[config.mk]
export PLATFORM = sky130hd
export DESIGN_NAME = instruction_fetch
export DESIGN_NICKNAME = d
export VERILOG_FILES = /design/src/rtl/instruction_fetch.sv
export SDC_FILE = /design/constraint.sdc
export NUM_CORES = 1
export LEC_CHECK = 0
export CORE_MARGIN = 2
export CORE_UTILIZATION = 40
export CTS_BUF_LIST = sky130_fd_sc_hd__clkbuf_8
export CTS_CLUSTER_SIZE = 10
export DETAILED_ROUTE_END_ITERATION = 6
export PLACE_DENSITY = 0.81
export SLEW_MARGIN = 20
export SYNTH_ARGS = -nofsm -noshare
export SYNTH_HDL_FRONTEND = slang
export SYNTH_SLANG_ARGS = --single-unit
[constraint.sdc]
create_clock -name clk -period 5.4 [get_ports clk]
set_clock_uncertainty 0.2 [all_clocks]
set_input_delay 1.08 -clock clk [delete_from_list [all_inputs] [get_ports clk]]
set_output_delay 1.08 -clock clk [all_outputs]
set_load 0.03 [all_outputs]
[src/rtl/instruction_fetch.sv]
// Fetch stage: owns the PC, drives the instruction ROM address and
// latches the returned word into the IF/ID register for decode.
module instruction_fetch #(
  parameter logic [31:0] RESET_PC = 32'h0000_0000
) (
  input  logic        clk,
  input  logic        reset,
  input  logic        stall,
  input  logic        flush,
  input  logic        branch_taken,
  input  logic [31:0] branch_target,
  input  logic        jump,
  input  logic [25:0] jump_index,
  input  logic        jr,
  input  logic [31:0] jr_target,
  output logic [31:0] imem_addr,
  input  logic [31:0] imem_instr,
  output logic [31:0] pc,
  output logic [31:0] if_id_instr,
  output logic [31:0] if_id_pc4,
  output logic        if_id_valid,
  output logic        align_err,
  output logic [31:0] fetch_count
);

  typedef struct packed {
    logic [31:0] instr;
    logic [31:0] pc4;
    logic        valid;
  } if_id_t;

  logic [31:0] pc_q, pc_d;
  logic [31:0] pc_plus4;
  logic [31:0] tgt_raw;
  logic        redir;
  if_id_t      ifid_q, ifid_d;
  logic        align_q, align_d;
  logic [31:0] cnt_q, cnt_d;

  assign pc_plus4 = pc_q + 32'd4;

  // Redirect priority: jr over jump over branch; the raw
  // target keeps its low bits so misalignment can be flagged.
  always_comb begin
    tgt_raw = pc_plus4;
    redir   = 1'b0;
    priority case (1'b1)
      jr: begin
        tgt_raw = jr_target;
        redir   = 1'b1;
      end
      jump: begin
        tgt_raw = {ifid_q.pc4[31:28], jump_index, 2'b00};
        redir   = 1'b1;
      end
      branch_taken: begin
        tgt_raw = branch_target;
        redir   = 1'b1;
      end
      default: ;
    endcase
  end

  always_comb begin
    pc_d    = pc_q;
    align_d = align_q;
    if (!stall) begin
      pc_d = {tgt_raw[31:2], 2'b00};
      if (redir && (tgt_raw[1:0] != 2'b00))
        align_d = 1'b1;
    end
  end

  // Flush wins over stall so a held slot can still be squashed.
  always_comb begin
    ifid_d = ifid_q;
    cnt_d  = cnt_q;
    if (flush) begin
      ifid_d = '0;
    end else if (!stall) begin
      ifid_d.instr = imem_instr;
      ifid_d.pc4   = pc_plus4;
      ifid_d.valid = 1'b1;
      cnt_d        = cnt_q + 32'd1;
    end
  end

  always_ff @(posedge clk or negedge reset) begin
    if (!reset) begin
      pc_q    <= {RESET_PC[31:2], 2'b00};
      ifid_q  <= '0;
      align_q <= 1'b0;
      cnt_q   <= '0;
    end else begin
      pc_q    <= pc_d;
      ifid_q  <= ifid_d;
      align_q <= align_d;
      cnt_q   <= cnt_d;
    end
  end

  assign imem_addr   = pc_q;
  assign pc          = pc_q;
  assign if_id_instr = ifid_q.instr;
  assign if_id_pc4   = ifid_q.pc4;
  assign if_id_valid = ifid_q.valid;
  assign align_err   = align_q;
  assign fetch_count = cnt_q;

endmodule

Word level (Yosys, flattened, before mapping) --
Index checks and enable logic that the tools add are counted.
Storage, ports and cells: logic and storage cells 23, input port bits 129, output and inout port bits 162, flip-flop bits (word level) 128
Cells by class: multiplexer cells 8, add/subtract/negate cells 2, eq/ne operators 1, bitwise operators 2, reductions and logical operators 4
Operators with widths (count):
- $mux W65 | 2
- $mux W32 | 3
- $add A32 B1 Y32 const B | 1
- $add A32 B3 Y32 const B | 1
- $reduce_and A2 Y1 | 2
- $mux W1 | 3
- $ne A2 B1 Y1 const B | 1
- $not A1 Y1 | 2
- $reduce_bool A2 Y1 | 1
- $logic_and A1 B1 Y1 | 1

Logic depth before layout (Yosys ltp) --
depth after elaboration 7, mapped depth 8, mapped depth without buffers 6

Worst setup path before layout --
Ideal clock, no wire load.
path kind input to register, start in flush, end reg cnt_q[13] (netlist: fetch_count[13]), data required time 5.066 ns, data arrival time 2.429 ns, path slack 2.637 ns, setup time 0.134 ns, cell stages on the path 7, path buffers 2, cells stage by stage clkbuf_1 > nor2_1 > and3_1 > clkbuf_1 > and3_1 > nand4_1 > xnor2_1
On the way: word-level cells in the longest chain between the ends 2
Ends and longest elaborated chain:
- start, declared | line 9 | input logic flush,
- $not A1 Y1 (no line)
- $reduce_and A2 Y1 (no line)
- end signal, assigned | line 98 | cnt_q <= cnt_d;
- end, declared | line 38 | logic [31:0] cnt_q, cnt_d;
No other way between the ends. A chain may end at the register's enable or synchronous reset.

Worst setup path in the final report --
start in branch_taken, end reg pc_q[21] (netlist: imem_addr[21])
On the way: word-level cells in the longest chain between the ends 3
Ends and longest elaborated chain:
- start, declared | line 10 | input logic branch_taken,
- $mux W32 (3 in a row) | line 47 | priority case (1'b1)
- end signal, assigned | line 90 | pc_q <= {RESET_PC[31:2], 2'b00};
- end signal, assigned | line 95 | pc_q <= pc_d;
- end, declared | line 32 | logic [31:0] pc_q, pc_d;
No other way between the ends.

==> summary.txt <==
Clock network
  – Postcts setup bufs: 0
  – CTS resizes: 0
  – Total CTS buffers: 17
  – CTS tree: built
  – H-tree level count: 4
  – Clk buf depth: 2
  – Clk Latency, worst-skew pair: 0.44 ns
  – Hold_buf cts: 0
  – # clock sinks: 126
  – Clk root buf: clkbuf_8
  – CTS clk-pin slew, worst paths: 0.08 ns

GRT
  – Vias in the first global route: 6247
  – First-pass GRT wire length: 34.16 mm
  – Largest net degree at the start of global routing: 89
  – Antenna violations before repair: 0
  – Gr usage total: 0.2379
  – Grt ovf: 0

STA
  – Final setup viols: 0
  – Final worst-path cycle share: 0.5858
  – Fin crit period: 3.163 ns
  – Total Neg Setup Slack: 0 ns
  – Final hold vios: 0
  – Worst Tran Pin Value: 0.9382 ns
  – Max_slew headroom: 0.3688
  – Final WS setup: 2.237 ns
  – RSZ-0062 raised after global routing: no
  – F_max: 0.3161 GHz
  – Max Slew Vio Count: 0

Worst hold path
  – HP Start: align_err$_DFFE_PN0P_
  – Worst hold stages: 1
  – Worst hold path class: reg2reg
  – Min-Delay Endpoint: align_err$_DFFE_PN0P_

Worst setup path
  – CP cell instances: clkdlybuf4s50_1 > nor2_1 > buf_4 > nand2_1 > nor4_1 > nand3_1 > o311ai_0
  – CP Max Fanout: 13
  – Worst reg2reg startpoint: imem_addr[2]$_DFFE_PN0N_
  – Critical setup path kind: in2reg
  – FF-to-FF path depth: 6
  – Crit-path slowest cell: clkdlybuf4s50_1
  – CP Data Required Time: 5.53 ns
  – Type of origin of the critical path: input pin
  – R2r setup slk: 2.41 ns
  – FF-to-FF End: imem_addr[20]$_DFFE_PN0N_
  – Critical Path AT: 3.29 ns
  – Crit-path max cell delay: 0.68 ns
  – CP Capture Type: register

Placement
  – HPWL after DPL: 15.93 mm
  – Post-Place Cell Area: 9741 µm²
  – Final Wtd Congestion: 0.8894
  – PortBufs: 284
  – Pre-CTS setup slack: 1.853 ns

Finish
  – Final Net Count: 1100
  – Fill cells: 1490
  – Diode count: 0
  – Design area: 10140 µm²
  – Share of post-route cells with drive strength above 1: 0.06823
  – Area delta synth->final: 44.61%
  – Post-Route Utilization: 0.5881

Logic synthesis
  – Synth Register Bits: 126
  – Sequential share of the synthesized area: 0.4498
  – Synth area leader: dfrtp_1
  – Synthesized netlist cell count: 738
  – Post-synth EDFFs: 0
  – Synth top area cells: dfrtp_1, mux2i_1, xnor2_1, nor2_1, buf_4
  – Main synth FF type: dfrtp_1
  – FFs w/ async S/R, synth: 1.000
  – Mapped Area: 7009 µm²
  – Yosys cell types: 63
  – Number of synthesis warnings: 0
  – Post-synth top area share: 0.4498
  – Mean Syn Cell Area: 9.498 µm²

Floorplanning
  – Die W: 136.4 µm
  – Core region area: 17240 µm²
  – Rows: 48
  – Die footprint: 18600 µm²
  – Die Height: 136.4 µm
  – # IOs: 291
  – Initial Utilization: 0.4066

Detailed routing
  – Drt pass-1 iters: 6
  – Via count: 6486
  – Antenna-violating nets left: 0
  – DR iter-0 viols: 348
  – Routed WL: 22.05 mm
  – WL/cell: 18.27 µm
  – Vias per inst: 5.374
  – Drt drc: 0

Power and ir drop
  – Worst vdd ir: 0.0001612 V
  – Power consumption: 2.851 mW
  – Pleak: 4.164 nW
  – Cell area power density: 281.3 nW/µm²

Flow run
  – Max-cap violations: 0

Status
  – Status: completed
## synthesized netlist by cell type, types with 5 or more instances
master    number
nor2b_1       15
dfrtp_1      126
nor2_1        81
and4_1         6
inv_1         13
o31a_1         7
buf_4         36
nor3_1        15
nand4_1       17
a21oi_1       30
nand2_1       61
a221oi_1      17
a211oi_1      18
o21ai_0       24
o31ai_1        5
clkbuf_1      39
buf_1          8
xor2_1        15
and3_1        12
nand2b_1       8
xnor2_1       42
nand3_1       27
nor4_2         5
mux2i_1       44
## report_power, final
part | leakage, nW | switching [mW] | total, mW | internal (mW)
Sequential | 1.63 | 0.123 | 1.15 | 1.03
Clock | 0.195 | 0.422 | 0.838 | 0.416
Combinational | 2.34 | 0.479 | 0.865 | 0.386
## critical path: cells and delay by family
family / cells / cell delay (ns)
AOI/OAI and AO/OA: 1 / 0.11
buffers and inverters: 2 / 0.96
and+or+nand+nor: 4 / 1.12
## final cells by class
class                      instances  area [µm²]  area share
multi-input combinational        519        3366      0.3321
inverter                          13       48.80    0.004814
clock inverter                    15       161.4     0.01592
sequential                       126        3153      0.3111
tap                              225       281.5     0.02777
timing repair buffer             292        2892      0.2853
clock buffer                      17       234.0     0.02308
## cells by family (layout without fill, tap and decap cells)
group | count (synthesis) | count (layout) | share of synthesized area
compound gates | 136 | 136 | 0.1355
xor+xnor | 57 | 57 | 0.07122
fa+ha+maj | 2 | 2 | 0.003570
buf+inv | 98 | 337 | 0.07301
flops | 126 | 126 | 0.4498
mux | 45 | 45 | 0.06444
other cells | 1 | 6 | 0.0005350
simple gates | 273 | 273 | 0.2019
## cells in the final DEF, fill, tap and decap left out, drive strengths merged, types with 3 or more instances in the layout
master and count:
clkdlybuf4s50 280, dfrtp 126, nor2 81, nand2 61, mux2i 44, xnor2 42
a21oi 30, nand3 28, o21ai 26, a211oi 20, nor3 19, inv 19
nand4 18, a221oi 17, clkbuf 17, xor2 15, nor2b 15, and3 12
buf 12, nor4 10, nand2b 8, o31a 7, and4 6, conb 6
o31ai 5, or2 4, a221o 4, clkinv 4, and2 3, o211ai 3
o2bb2ai 3, o22ai 3, a31oi 3, clkinvlp 3
## how the worst max path moves through the flow
| stage | end | cells after the start | from | slack [ns] |
|---|---|---|---|---|
| finish | imem_addr[21]$_DFFE_PN0N_ | 7 | branch_taken | 2.24 |
| global route | imem_addr[21]$_DFFE_PN0N_ | 7 | branch_taken | 2.14 |
| CTS | pc[17] | 1 | imem_addr[17]$_DFFE_PN0N_ | 2.25 |
| detailed placement | imem_addr[21]$_DFFE_PN0N_ | 7 | branch_taken | 1.85 |
| global placement | imem_addr[21]$_DFFE_PN0N_ | 7 | branch_taken | 1.90 |
| floorplan | fetch_count[13]$_DFFE_PN0P_ | 7 | flush | 2.64 |
## sequential cells by signal, indices dropped and copies added (netlist names)
name and cells:
if_id_valid 1, if_id_instr 32, imem_addr 30, if_id_pc4 30, fetch_count 32, align_err 1
## metrics by stage
stage / hold slack [ns] / std cells
after global placement: 0.2622 / 1175
final: 0.2710 / 1207
after global routing: 0.2892 / 1207
after CTS: 0.2787 / 1207
after detailed placement: 0.2597 / 1175
after floorplan: 0.4362 / 743
## layer usage
| layer | vias up | wire length [µm] | track usage |
|---|---|---|---|
| met1 | 3115 | 9146 | 0.3052 |
| met5 | - | 0 | 0 |
| met2 | 289 | 10500 | 0.3850 |
| li1 | 3048 | - | - |
| met4 | 0 | 448 | 0.08333 |
| met3 | 34 | 1963 | 0.06749 |
(Power assumes the default switching activity.)
